--- config.mk ---
export PLATFORM = sky130hd
export DESIGN_NAME = sample_window_loader_flat
export DESIGN_NICKNAME = d
export VERILOG_FILES = /design/src/rtl/tree_pkg.sv /design/src/rtl/sample_window_loader_if.sv /design/src/rtl/valid_delay.sv /design/src/rtl/sample_window_loader.sv /design/src/flat_wrapper.sv
export SDC_FILE = /design/constraint.sdc
export NUM_CORES = 1
export LEC_CHECK = 0
export CORE_UTILIZATION = 52
export CTS_CLUSTER_SIZE = 28
export DETAILED_ROUTE_END_ITERATION = 16
export PLACE_DENSITY = 0.89
export SLEW_MARGIN = 25
export SYNTH_ARGS = -nofsm -noshare
export SYNTH_HDL_FRONTEND = slang
export SYNTH_HIERARCHICAL = 1
export SYNTH_SLANG_ARGS = --single-unit
export TNS_END_PERCENT = 1
--- constraint.sdc ---
create_clock -name clk -period 2.36 [get_ports clk]
set_input_delay 0.354 -clock clk [delete_from_list [all_inputs] [get_ports clk]]
set_output_delay 0.354 -clock clk [all_outputs]
set_load 0.02 [all_outputs]
--- src/rtl/tree_pkg.sv ---
// Shared types and constants for the adder-tree feed path.
package tree_pkg;

    localparam int unsigned SAMPLE_W = 8;
    localparam int unsigned N_LANES  = 8;
    localparam int unsigned TREE_LAT = 3;
    localparam int unsigned SUM_W    = 11;
    localparam int unsigned FCNT_W   = 16;

    typedef logic signed [SAMPLE_W-1:0] sample_t;
    typedef sample_t [N_LANES-1:0]      lanes_t;

    typedef enum logic {
        FILL = 1'b0,
        PAD  = 1'b1
    } state_e;

endpackage

--- src/rtl/sample_window_loader_if.sv ---
// Sample stream in, parallel frame out, between the loader and its neighbours.
interface sample_window_loader_if;
    import tree_pkg::*;

    sample_t             in_data;
    logic                in_valid;
    logic                in_ready;
    logic                flush;
    sample_t             lane_0;
    sample_t             lane_1;
    sample_t             lane_2;
    sample_t             lane_3;
    sample_t             lane_4;
    sample_t             lane_5;
    sample_t             lane_6;
    sample_t             lane_7;
    logic                frame_valid;
    logic                frame_partial;
    logic                sum_valid;
    logic [FCNT_W-1:0]   frame_count;

    modport master (
        output in_data, in_valid, flush,
        input  in_ready,
        input  lane_0, lane_1, lane_2, lane_3, lane_4, lane_5, lane_6, lane_7,
        input  frame_valid, frame_partial, sum_valid, frame_count
    );

    modport slave (
        input  in_data, in_valid, flush,
        output in_ready,
        output lane_0, lane_1, lane_2, lane_3, lane_4, lane_5, lane_6, lane_7,
        output frame_valid, frame_partial, sum_valid, frame_count
    );

endinterface

--- src/rtl/valid_delay.sv ---
// Single-bit DEPTH-stage shift register with synchronous clear, for latency alignment.
module valid_delay #(
    parameter int unsigned DEPTH = 3
) (
    input  logic clk,
    input  logic clr,
    input  logic d,
    output logic q
);

    logic [DEPTH-1:0] sr_q;
    logic [DEPTH-1:0] sr_d;

    // Shift the new bit in at stage 0.
    always_comb begin
        sr_d    = sr_q << 1;
        sr_d[0] = d;
    end

    // Stage registers; clear drops everything in flight.
    always_ff @(posedge clk) begin
        if (clr) begin
            sr_q <= '0;
        end else begin
            sr_q <= sr_d;
        end
    end

    assign q = sr_q[DEPTH-1];

endmodule

--- src/rtl/sample_window_loader.sv ---
// Packs a serial signed sample stream into 8-lane frames for the adder tree.
module sample_window_loader
    import tree_pkg::sample_t, tree_pkg::state_e, tree_pkg::FILL, tree_pkg::PAD;
#(
    parameter int unsigned WIDTH    = tree_pkg::SAMPLE_W,
    parameter int unsigned LANES    = tree_pkg::N_LANES,
    parameter int unsigned TREE_LAT = tree_pkg::TREE_LAT
) (
    input logic                   clk,
    input logic                   rst,
    sample_window_loader_if.slave bus
);

    localparam int unsigned CNT_W  = $clog2(LANES);
    localparam int unsigned FCNT_W = tree_pkg::FCNT_W;

    typedef logic signed [WIDTH-1:0] lane_t;
    typedef logic [CNT_W-1:0]        cnt_t;

    localparam cnt_t LAST_IDX = cnt_t'(LANES - 1);

    state_e              state_q,         state_d;
    cnt_t                fill_cnt_q,      fill_cnt_d;
    lane_t               coll_q [LANES];
    lane_t               coll_d [LANES];
    lane_t               pres_q [LANES];
    lane_t               pres_d [LANES];
    logic                frame_valid_q,   frame_valid_d;
    logic                frame_partial_q, frame_partial_d;
    logic [FCNT_W-1:0]   frame_count_q,   frame_count_d;
    logic                in_ready_q,      in_ready_d;
    logic                accept;
    logic                sum_valid;

    // Collect samples, decide frame emission and the FILL/PAD transition.
    always_comb begin
        state_d         = state_q;
        fill_cnt_d      = fill_cnt_q;
        coll_d          = coll_q;
        pres_d          = '{default: '0};
        frame_valid_d   = 1'b0;
        frame_partial_d = 1'b0;
        frame_count_d   = frame_count_q;
        accept          = bus.in_valid & in_ready_q;

        unique case (state_q)
            FILL: begin
                if (accept) begin
                    coll_d[fill_cnt_q] = lane_t'(bus.in_data);
                    fill_cnt_d         = fill_cnt_q + cnt_t'(1);
                end
                // A completing accept wins over a same-cycle flush.
                if (accept && (fill_cnt_q == LAST_IDX)) begin
                    pres_d        = coll_d;
                    fill_cnt_d    = '0;
                    frame_valid_d = 1'b1;
                    frame_count_d = frame_count_q + FCNT_W'(1);
                end else if (bus.flush && (accept || (fill_cnt_q != '0))) begin
                    state_d = PAD;
                end
            end
            PAD: begin
                for (int unsigned i = 0; i < LANES; i++) begin
                    pres_d[i] = (cnt_t'(i) < fill_cnt_q) ? coll_q[i] : '0;
                end
                fill_cnt_d      = '0;
                frame_valid_d   = 1'b1;
                frame_partial_d = 1'b1;
                frame_count_d   = frame_count_q + FCNT_W'(1);
                state_d         = FILL;
            end
            default: begin
                state_d = FILL;
            end
        endcase

        in_ready_d = (state_d == FILL);
    end

    // State and output registers.
    always_ff @(posedge clk) begin
        if (rst) begin
            state_q         <= FILL;
            fill_cnt_q      <= '0;
            coll_q          <= '{default: '0};
            pres_q          <= '{default: '0};
            frame_valid_q   <= 1'b0;
            frame_partial_q <= 1'b0;
            frame_count_q   <= '0;
            in_ready_q      <= 1'b0;
        end else begin
            state_q         <= state_d;
            fill_cnt_q      <= fill_cnt_d;
            coll_q          <= coll_d;
            pres_q          <= pres_d;
            frame_valid_q   <= frame_valid_d;
            frame_partial_q <= frame_partial_d;
            frame_count_q   <= frame_count_d;
            in_ready_q      <= in_ready_d;
        end
    end

    // Align the frame flag with the tree's result latency.
    valid_delay #(
        .DEPTH(TREE_LAT)
    ) u_sum_valid (
        .clk(clk),
        .clr(rst),
        .d  (frame_valid_q),
        .q  (sum_valid)
    );

    assign bus.in_ready      = in_ready_q;
    assign bus.lane_0        = sample_t'(pres_q[0]);
    assign bus.lane_1        = sample_t'(pres_q[1]);
    assign bus.lane_2        = sample_t'(pres_q[2]);
    assign bus.lane_3        = sample_t'(pres_q[3]);
    assign bus.lane_4        = sample_t'(pres_q[4]);
    assign bus.lane_5        = sample_t'(pres_q[5]);
    assign bus.lane_6        = sample_t'(pres_q[6]);
    assign bus.lane_7        = sample_t'(pres_q[7]);
    assign bus.frame_valid   = frame_valid_q;
    assign bus.frame_partial = frame_partial_q;
    assign bus.sum_valid     = sum_valid;
    assign bus.frame_count   = frame_count_q;

endmodule
--- src/flat_wrapper.sv ---
// flat-port wrapper written by rule: the top's interface ports become plain ports
module sample_window_loader_flat import tree_pkg::sample_t, tree_pkg::state_e, tree_pkg::FILL, tree_pkg::PAD;
#(
    parameter int unsigned WIDTH    = tree_pkg::SAMPLE_W,
    parameter int unsigned LANES    = tree_pkg::N_LANES,
    parameter int unsigned TREE_LAT = tree_pkg::TREE_LAT
)
  (clk, rst, bus_in_data, bus_in_valid, bus_flush, bus_in_ready, bus_lane_0, bus_lane_1, bus_lane_2, bus_lane_3, bus_lane_4, bus_lane_5, bus_lane_6, bus_lane_7, bus_frame_valid, bus_frame_partial, bus_sum_valid, bus_frame_count);
  sample_window_loader_if bus_i ();
  input logic clk;
  input logic rst;
  input wire logic [$bits(bus_i.in_data)-1:0] bus_in_data;
  input wire logic [$bits(bus_i.in_valid)-1:0] bus_in_valid;
  input wire logic [$bits(bus_i.flush)-1:0] bus_flush;
  output wire logic [$bits(bus_i.in_ready)-1:0] bus_in_ready;
  output wire logic [$bits(bus_i.lane_0)-1:0] bus_lane_0;
  output wire logic [$bits(bus_i.lane_1)-1:0] bus_lane_1;
  output wire logic [$bits(bus_i.lane_2)-1:0] bus_lane_2;
  output wire logic [$bits(bus_i.lane_3)-1:0] bus_lane_3;
  output wire logic [$bits(bus_i.lane_4)-1:0] bus_lane_4;
  output wire logic [$bits(bus_i.lane_5)-1:0] bus_lane_5;
  output wire logic [$bits(bus_i.lane_6)-1:0] bus_lane_6;
  output wire logic [$bits(bus_i.lane_7)-1:0] bus_lane_7;
  output wire logic [$bits(bus_i.frame_valid)-1:0] bus_frame_valid;
  output wire logic [$bits(bus_i.frame_partial)-1:0] bus_frame_partial;
  output wire logic [$bits(bus_i.sum_valid)-1:0] bus_sum_valid;
  output wire logic [$bits(bus_i.frame_count)-1:0] bus_frame_count;
  assign bus_i.in_data = bus_in_data;
  assign bus_i.in_valid = bus_in_valid;
  assign bus_i.flush = bus_flush;
  assign bus_in_ready = bus_i.in_ready;
  assign bus_lane_0 = bus_i.lane_0;
  assign bus_lane_1 = bus_i.lane_1;
  assign bus_lane_2 = bus_i.lane_2;
  assign bus_lane_3 = bus_i.lane_3;
  assign bus_lane_4 = bus_i.lane_4;
  assign bus_lane_5 = bus_i.lane_5;
  assign bus_lane_6 = bus_i.lane_6;
  assign bus_lane_7 = bus_i.lane_7;
  assign bus_frame_valid = bus_i.frame_valid;
  assign bus_frame_partial = bus_i.frame_partial;
  assign bus_sum_valid = bus_i.sum_valid;
  assign bus_frame_count = bus_i.frame_count;
  sample_window_loader #(.WIDTH(WIDTH), .LANES(LANES), .TREE_LAT(TREE_LAT)) u_core (.clk(clk), .rst(rst), .bus(bus_i));
endmodule
Yosys cells after proc, flatten, opt, wreduce, memory -nomap -nowiden
Cells that the tools add are included.
W data, S select, Z words.
Cells by class
  equality and inequality tests: 3
  $lt $le $gt $ge: 10
  $add $sub $neg: 2
  multiplexer cells: 25
  bitwise gates (word level): 4
  reductions and logical operators: 5
Operators by type and width (count)
  $mux W64: 2
  $pmux W64 S2: 1
  $mux W8: 9
  $bwmux W64: 1
  $pmux W16 S2: 1
  $demux W8 S3: 1
  $add A16 B1 Y16 const B: 1
  $mux W16: 1
  $lt A3 B3 Y1 const A: 4
  $lt A1 B3 Y1 const A: 2
  $lt A2 B3 Y1 const A: 2
  $mux W3: 2
  $pmux W3 S2: 1
  $ge A4 B4 Y1 const B: 1
  $lt A4 B1 Y1 const B: 1
  $mux W1: 4
  $not A3 Y4: 1
  $pmux W1 S2: 2
  $add A3 B1 Y3 const B: 1
  $eq A3 B3 Y1 const B: 1
  $logic_and A1 B1 Y1: 3
  $ne A3 B1 Y1 const B: 1
  $reduce_bool A3 Y1: 1
  $ne A2 B1 Y1 const B: 1
  3 further kinds: 4
Storage, ports and cells
  output and inout port bits: 84
  input bits: 12
  logic and storage cells: 72
  register bits: 154

Depth between registers and ports, before layout
Gate-level depths: netlist (run 1).
  depth in word-level cells: 9
  mapped depth: 7

Hierarchy
The synthesis (run 1) kept the hierarchy.
By module, submodules not included
  sample_window_loader: area each 5551.6 um2, cells an instance 522, instances 1
  valid_delay: area each 78.8 um2, cells an instance 6, instances 1

Least setup slack after synthesis (run 1)
Ideal clock, no wire load.
  path type: register to register
  from: reg u_core.fill_cnt_q[1]
  to: reg u_core.pres_q, in the netlist u_core/bus.lane_3[0]
  period minus slack after synthesis: 1840 ps
  data arrival time: 1780 ps
  slack: 520 ps
  cell stages (with the launch flop): 8
  data required time: 2300 ps
  buffers on the path: 1
  setup time: 60 ps
  path through: dfxtp_1 -> ha_1 -> ha_1 -> nor3b_2 -> nand2_2 -> buf_4 -> o2bb2ai_2 -> a22o_1
On the way
  longest elaborated chain between the ends: 9
  elaborated cells between the ends (all ways): 14
  classes of those cells: 3 x order compare; 1 x eq/ne; 7 x mux; 1 x bitwise; 2 x reduce/logical
Ends and longest elaborated chain
  start: declaration: RTL line sample_window_loader.sv:23  | cnt_t fill_cnt_q, fill_cnt_d;
  start signal: assignment: RTL line sample_window_loader.sv:93  | fill_cnt_q <= fill_cnt_d;
  $not A3 Y4 (not written as such): RTL line sample_window_loader.sv:49  | coll_d[fill_cnt_q] = lane_t'(bus.in_data);
  $ge A4 B4 Y1 (not written as such) or $lt A4 B1 Y1 (tied branches): RTL line sample_window_loader.sv:49
  $logic_and A1 B1 Y1 (not written as such): RTL line sample_window_loader.sv:49
  $mux W8 (not written as such): RTL line sample_window_loader.sv:49
  $demux W8 S3: RTL line sample_window_loader.sv:49
  $bwmux W64: RTL line sample_window_loader.sv:49
  $mux W64: RTL line sample_window_loader.sv:48  | if (accept) begin
  $mux W64: RTL line sample_window_loader.sv:53  | if (accept && (fill_cnt_q == LAST_IDX)) begin
  $pmux W64 S2 *: RTL line sample_window_loader.sv:46  | unique case (state_q)
  end signal: assignment: RTL line sample_window_loader.sv:95  | pres_q <= pres_d;
  end: declaration: RTL line sample_window_loader.sv:26  | lane_t pres_q [LANES];
Mark *: on every way between the ends. The rest lies on a longest branch, timed or not.
A chain may end at the register's enable or synchronous reset.

Worst setup path after layout (run 1)
  from: reg u_core.fill_cnt_q[0]
  to: reg u_core.pres_q, in the netlist u_core/bus.lane_4[2]
Same word-level chain as after synthesis.

==> impl_metrics.env, run 1 <==
export IMPL_ys_flop_type="dfxtp_1"
export IMPL_hold_path_startpoint="rst"
export IMPL_period_minus_slack_ns=2.24
export IMPL_drt_initial_drc_count=261
export IMPL_r2r_end="u_core/bus.lane_4[2]"
export IMPL_r2r_slack_ns=0.12
export IMPL_syn_inst=528
export IMPL_pwr_share_clk_pct=49.6
export IMPL_fp_coreArea_mm2=0.0104
export IMPL_via_count=4419
export IMPL_fillers=721
export IMPL_vias_per_cell=5.72
export IMPL_nets=640
export IMPL_row_count=37
export IMPL_cts_root_buf="clkbuf_8"
export IMPL_yosys_warnings=6
export IMPL_utilization_pct=70.6
export IMPL_synth_seq_cells=154
export IMPL_worstSetupStartpointType="register"
export IMPL_tns_ns=0
export IMPL_status="finished, final reports clean"
export IMPL_cts_max_level=4
export IMPL_syn_nets=544
export IMPL_tightest_slew_ns=0.817
export IMPL_diodes=0
export IMPL_fin_cells=773
export IMPL_area_delta_synth_final_pct=30.6
export IMPL_grt_ovfl_total=0
export IMPL_setup_viol=0
export IMPL_numCtsBuffers=17
export IMPL_met2_usage_pct=42.3
export IMPL_p_sw_share_pct=21.5
export IMPL_wl_mm=13.4
export IMPL_r2r_start="u_core/fill_cnt_q[0]"
export IMPL_hold_worst_slack_ns=0.286
export IMPL_crit_path_frequent_cell="ha_1"
export IMPL_clock_path_buffers=2
export IMPL_routabilityCongestion=0.897
export IMPL_arrival_ns=2.70
export IMPL_synth_top_area_share_pct=54.8
export IMPL_cts_tree="built"
export IMPL_grt_pass1_wl_mm=21.6
export IMPL_die_height_um=106
export IMPL_hold_violations=0
export IMPL_fin_crit_sh_pct=95.0
export IMPL_drive_above_1_share_pct=12.1
export IMPL_maxSlewHeadroom_pct=45.3
export IMPL_grt_pass1_vias=4331
export IMPL_setup_ws_ns=0.117
export IMPL_async_flop_share_pct=0
export IMPL_start_util_pct=54.1
export IMPL_fin_skew_ns=0.00762
export IMPL_critical_path_top_delay_family="compound AO/OA/AOI/OAI gates"
export IMPL_multi_input_area_mm2=0.00239
export IMPL_pin_count=96
export IMPL_dieArea_mm2=0.0112
export IMPL_clk_pin_slew_worst_paths_ns=0.07
export IMPL_pwr_share_seq_pct=46.8
export IMPL_dpl_hpwl_mm=8.57
export IMPL_intPower_uw=4410
export IMPL_power_density_mw_per_mm2=764
export IMPL_rsz0062_at_grt="yes"
export IMPL_crit_buf_inv=0
export IMPL_drv_cap=0
export IMPL_postCtsSetupBuffers=0
export IMPL_maxSlewViolCount=0
export IMPL_path_cells="ha_1 > ha_1 > nor3b_2 > a21oi_1 > a31oi_1 > a22o_1"
export IMPL_drc_errors=0
export IMPL_firstDrtPassIters=5
export IMPL_synth_distinct_cells=47
export IMPL_die_width_um=106
export IMPL_dp_slack_ns=0.0384
export IMPL_grt_max_degree=59
export IMPL_met3_usage_pct=6.19
export IMPL_yosys_top_cells_area="dfxtp_1 55%, mux2i_1 12%, a22o_1 8.7%"
export IMPL_synth_seq_area_share_pct=54.8
export IMPL_max_stage_delay_ns=0.59
export IMPL_cp_required_ns=2.81
export IMPL_netlist_area_mm2=0.00563
export IMPL_dp_cells=741
export IMPL_clock_sinks=154
export IMPL_insertion_delay_ns=0.52
export IMPL_syn_avg_cell_area_um2=10.7
export IMPL_crit_path_max_fanout=8
export IMPL_yosys_area_top_type="dfxtp_1"
export IMPL_portBuffers=95
export IMPL_p_leak_uw=0.00287
export IMPL_min_path_cells=3
export IMPL_ir_worst_vdd_mv=0.452
export IMPL_seq_area_mm2=0.00308
export IMPL_met1_usage_pct=29.5
export IMPL_p_comb_share_pct=3.6
export IMPL_drt_antenna_violating_nets=0
export IMPL_r2r_worst_path_cells=6
export IMPL_fmax_mhz=446
export IMPL_min_to="u_core/bus.frame_count[13]"
export IMPL_wire_per_inst_um=17.3
export IMPL_p_sw_uw=1210
export IMPL_grt_usage_pct=24.7
export IMPL_cp_end_kind="register"
export IMPL_hold_class="in2reg"
export IMPL_critical_path_class="reg2reg"
export IMPL_antenna_found_initial=0
export IMPL_slowest_stage="a31oi_1"
export IMPL_synth_edff_count=0
export IMPL_busiest_layer="met2"
[through the flow]
stage | power (µW) | instance area [µm²]
after global placement | 2880 | 6730
after detailed placement | 2890 | 6730
after CTS | 5650 | 7350
after floorplan | 2820 | 5630
final | 5620 | 7350
after global routing | 5790 | 7350
[cells in the mapped netlist, types with 4 or more instances]
cell and instances:
buf_1 10, o21ai_0 14, a22o_1 56, nor2_1 81
nor3_2 4, or3_1 7, nand4_1 4, xnor2_1 4
a21oi_1 20, buf_2 7, dfxtp_1 154, nor2b_1 4
ha_1 4, nand2_1 16, mux2i_1 65, nor3_1 4
nand3_1 8, xor2_1 5, clkbuf_1 18
[final cells by class]
| type | instances | share of cell area, % |
|---|---|---|
| Tap cell | 136 | 2.31 |
| Timing Repair Buffer | 115 | 14.9 |
| Multi-Input combinational cell | 334 | 32.4 |
| Inverter | 2 | 0.102 |
| Sequential cell | 154 | 41.9 |
| Clock inverter | 13 | 2.59 |
| Clock buffer | 19 | 5.73 |
[worst max-delay path by stage]
stage	startpoint	end	cells past startpoint
6_report	u_core/fill_cnt_q[0]	u_core/bus.lane_4[2]	6
5_1_grt	u_core/fill_cnt_q[0]	u_core/bus.lane_2[6]	6
4_1_cts	u_core/fill_cnt_q[0]	u_core/bus.lane_1[4]	6
3_5_place_dp	bus_in_valid	u_core/bus.lane_5[2]	5
3_3_place_gp	bus_in_valid	u_core/bus.lane_4[5]	5
2_1_floorplan	u_core/fill_cnt_q[1]	u_core/bus.lane_3[0]	7
[cells in the final DEF (no fill, tap or decap), drive strengths merged, types with 2 or more instances in the layout]
cell type and n:
nor3b 3, bufinv 4, a31oi 3, clkdlybuf4s50 94
clkbuf 19, buf 21, and4 3, clkinvlp 4
nor3 9, nor2 82, ha 4, nor4 4
nand2b 2, nand2 19, nand4 5, mux2i 65
inv 5, clkinv 2, a21oi 20, and3b 2
xnor2 4, or3 8, nand3 11, nor2b 4
xor2 5, o21ai 14, and2 2, a22o 56
dfxtp 154
[state kept, by name, indices dropped and copies added (netlist names)]
| name | flops |
|---|---|
| u_core/bus.frame_valid | 1 |
| u_core/bus.lane_1 | 8 |
| u_core/bus.lane_5 | 8 |
| u_core/bus.in_ready | 1 |
| u_core/coll_q | 64 |
| u_core/bus.lane_6 | 8 |
| u_core/bus.lane_3 | 8 |
| u_core/state_q | 1 |
| u_core/bus.lane_7 | 8 |
| u_core/bus.lane_2 | 8 |
| u_core/bus.lane_4 | 8 |
| u_core/u_sum_valid/sr_q | 3 |
| u_core/bus.lane_0 | 8 |
| u_core/fill_cnt_q | 3 |
| u_core/bus.frame_partial | 1 |
| u_core/bus.frame_count | 16 |
[logic make-up after synthesis]
family                     share of synthesized area (%)
and+or+nand+nor                                     15.1
AOI/OAI and AO/OA                                   13.3
muxes                                               11.6
xor gates and xnor gates                            1.40
DFF                                                 54.8
buffers and inverters                               3.02
adders and majority gates                          0.889
[power by group through the flow]
stage / clock network, µW / logic, µW / registers [µW]
6_report: 2790 / 200 / 2630
5_1_grt: 2950 / 213 / 2630
4_1_cts: 2820 / 197 / 2630
3_5_place_dp: 0 / 197 / 2690
3_3_place_gp: 0 / 190 / 2690
2_1_floorplan: 0 / 125 / 2690
[per-layer routing]
| metal | part of all wire, % | vias up |
|---|---|---|
| li1 | - | 2059 |
| met1 | 42 | 2159 |
| met2 | 50 | 182 |
| met3 | 6.3 | 19 |
| met4 | 1.5 | 0 |
| met5 | 0 | - |
[what timing repair did]
item	4_1_cts	5_1_grt
hold endpoints to repair	0	0
resized for setup	0	3
hold buffers	0	0
setup endpoints to repair	0	16
[worst register-to-register path: stages, from the launching register on]
cell and delay, ns:
dfxtp_1 0.35, ha_1 0.15, ha_1 0.25, nor3b_2 0.40, a21oi_1 0.17, a31oi_1 0.59
a22o_1 0.27
No activity file was read; power rests on OpenSTA's default activity.
==> run 2, diff against run 1 <==
--- a/config.mk
+++ b/config.mk
@@ -9,9 +9,9 @@
 export CTS_CLUSTER_SIZE = 28
 export DETAILED_ROUTE_END_ITERATION = 16
 export PLACE_DENSITY = 0.89
+export SKIP_CTS_REPAIR_TIMING = 1
 export SLEW_MARGIN = 25
 export SYNTH_ARGS = -nofsm -noshare
 export SYNTH_HDL_FRONTEND = slang
-export SYNTH_HIERARCHICAL = 1
 export SYNTH_SLANG_ARGS = --single-unit
 export TNS_END_PERCENT = 1
==> constraint.sdc (replaced) <==
create_clock -name clk -period 2.28 [get_ports clk]
set_input_delay 0.342 -clock clk [delete_from_list [all_inputs] [get_ports clk]]
set_output_delay 0.342 -clock clk [all_outputs]
set_load 0.02 [all_outputs]
==> run 2 against run 1 <==
- die area fell by 0.70%
- highest routed layer unchanged
- clock power decreased by 4%
- synthesized cell count rose by 3.0%
- final cell count up 1.9%
- worst setup slack better by 0.075 ns
- critical endpoint is now u_core.bus.lane_4[3]
- combinational power rose by 5%
==> impl_metrics.env, run 2 <==
export IMPL_grt_usage_pct=25.8
export IMPL_grt_max_degree=49
export IMPL_synth_edff_count=0
export IMPL_cp_end_kind="register"
export IMPL_critical_path_class="reg2reg"
export IMPL_fp_coreArea_mm2=0.0104
export IMPL_area_delta_synth_final_pct=30.3
export IMPL_drv_cap=0
export IMPL_vias_per_cell=5.68
export IMPL_ys_flop_type="dfxtp_1"
export IMPL_p_comb_share_pct=3.7
export IMPL_drt_antenna_violating_nets=0
export IMPL_die_width_um=106
export IMPL_numCtsBuffers=17
export IMPL_min_to="u_core.bus.frame_partial"
export IMPL_syn_avg_cell_area_um2=10.3
export IMPL_final_cell_mix="154 x dfxtp_1, 94 x clkdlybuf4s50_1, 89 x nor2_1"
export IMPL_hold_violations=0
export IMPL_fillers=727
export IMPL_setup_viol=0
export IMPL_p_sw_share_pct=23.9
export IMPL_worstSetupStartpointType="register"
export IMPL_synth_commonest_cells="154 x dfxtp_1, 89 x nor2_1, 65 x mux2i_1, 48 x a22o_1, 23 x clkbuf_1"
export IMPL_grt_pass1_wl_mm=22.2
export IMPL_rsz0062_at_grt="no"
export IMPL_tightest_slew_ns=0.803
export IMPL_cp_required_ns=2.75
export IMPL_row_count=37
export IMPL_maxSlewHeadroom_pct=46.3
export IMPL_yosysMostFrequentCell="dfxtp_1"
export IMPL_diodes=0
export IMPL_cts_root_buf="clkbuf_8"
export IMPL_wl_mm=13.7
export IMPL_p_leak_uw=0.00290
export IMPL_r2r_worst_path_cells=4
export IMPL_routabilityCongestion=0.807
export IMPL_min_path_cells=2
export IMPL_largest_register_ff_count=64
export IMPL_die_height_um=106
export IMPL_r2r_end="u_core.bus.lane_4[3]"
export IMPL_drc_errors=0
export IMPL_status="finished, final reports clean"
export IMPL_maxSlewViolCount=0
export IMPL_insertion_delay_ns=0.53
export IMPL_fmax_mhz=479
export IMPL_synth_distinct_cells=44
export IMPL_utilization_pct=70.2
export IMPL_portBuffers=95
export IMPL_clock_path_buffers=2
export IMPL_grt_pass1_vias=4349
export IMPL_regMostFlops="u_core.coll_q"
export IMPL_r2r_start="u_core.state_q"
export IMPL_async_flop_share_pct=0
export IMPL_nets=655
export IMPL_period_minus_slack_ns=2.09
export IMPL_cts_max_level=4
export IMPL_multi_input_area_mm2=0.00231
export IMPL_yosys_top_cells_area="dfxtp_1 55%, mux2i_1 12%, a22o_1 7.5%"
export IMPL_dieArea_mm2=0.0112
export IMPL_netlist_area_mm2=0.00559
export IMPL_ir_worst_vdd_mv=0.505
export IMPL_yosys_warnings=0
export IMPL_seq_area_mm2=0.00308
export IMPL_clock_sinks=154
export IMPL_finish_instance_area_mm2=0.00728
export IMPL_firstDrtPassIters=4
export IMPL_finalPower_uw=5610
export IMPL_arrival_ns=2.56
export IMPL_pwr_share_clk_pct=47.6
export IMPL_grt_ovfl_total=0
export IMPL_power_density_mw_per_mm2=771
export IMPL_cts_tree="built"
export IMPL_crit_path_max_fanout=17
export IMPL_syn_nets=560
export IMPL_r2r_slack_ns=0.19
export IMPL_hold_class="in2reg"
export IMPL_start_util_pct=53.9
export IMPL_fin_skew_ns=0.0162
export IMPL_yosys_area_top_type="dfxtp_1"
export IMPL_p_sw_uw=1340
export IMPL_placed_cell_area_mm2=0.00671
export IMPL_intPower_uw=4270
export IMPL_hold_path_startpoint="rst"
export IMPL_hold_worst_slack_ns=0.0782
export IMPL_wire_per_inst_um=17.4
export IMPL_synth_seq_cells=154
export IMPL_fin_crit_sh_pct=91.6
export IMPL_clk_pin_slew_worst_paths_ns=0.07
export IMPL_pin_count=96
export IMPL_synth_top_area_share_pct=55.1
export IMPL_layout_commonest_cell="dfxtp_1"
export IMPL_antenna_found_initial=0
export IMPL_via_count=4476
export IMPL_synth_seq_area_share_pct=55.1
export IMPL_tns_ns=0
export IMPL_drt_initial_drc_count=340
export IMPL_syn_inst=544
export IMPL_drive_above_1_share_pct=11.5
export IMPL_pwr_share_seq_pct=48.7
export IMPL_dpl_hpwl_mm=8.71
-- run 2: layout make-up --
class | count | area share (%)
Tap cell | 136 | 2.34
Clock inverter | 15 | 2.15
Sequential cell | 154 | 42.3
Clock buffer | 17 | 5.69
Inverter | 5 | 0.258
Timing Repair Buffer | 119 | 15.5
Multi-Input combinational cell | 342 | 31.8
-- run 2: cells by family (layout without fill, tap and decap cells) --
kind of cell             Yosys count  in the layout  synth area share (%)
AND/OR/NAND/NOR                  166            166                  14.2
adder cells (fa/ha/maj)            4              4                 0.895
multiplexers                      65             65                  11.6
flip-flops                       154            154                  55.1
XOR/XNOR                          11             11                  1.72
buffers and inverters             48            156                  3.47
AO/OA/AOI/OAI                     96             96                  12.9
-- run 2: layer usage --
layer / vias up / track usage [%] / share of wire [%]
li1: 2107 / - / -
met5: - / 0 / 0
met4: 0 / 9.82 / 2.2
met1: 2148 / 31.2 / 40
met2: 189 / 43.7 / 50
met3: 32 / 6.68 / 7.6
-- run 2: critical path, cell delays in order, from the launching register on --
cell	delay (ns)
dfxtp_1	0.68
nor2b_1	0.33
a22oi_1	0.14
a31oi_1	0.60
a22o_1	0.29
-- run 2: metrics by stage --
stage | worst slack (ns) | cells
floorplan | 0.391 | 544
global placement | 0.196 | 756
detailed placement | 0.0577 | 756
CTS | 0.211 | 788
global route | 0.0529 | 788
finish | 0.191 | 788
-- run 2: power by group through the flow --
stage / Combinational, µW / Clock, µW / Sequential (µW)
after floorplan: 136 / 0 / 2790
after global placement: 194 / 0 / 2790
after detailed placement: 202 / 0 / 2790
after CTS: 206 / 2700 / 2730
after global routing: 226 / 2870 / 2730
final: 209 / 2670 / 2730
-- run 2: worst max path at each step --
stage / startpoint / slack, ns / endpoint
finish: u_core.state_q / 0.19 / u_core.bus.lane_4[3]
global route: u_core.state_q / 0.05 / u_core.bus.lane_4[3]
CTS: u_core.bus.in_ready / 0.21 / bus_in_ready
detailed placement: bus_in_valid / 0.06 / u_core.bus.lane_5[1]
global placement: bus_in_valid / 0.20 / u_core.bus.lane_4[2]
floorplan: u_core.fill_cnt_q[0] / 0.39 / u_core.bus.lane_3[0]
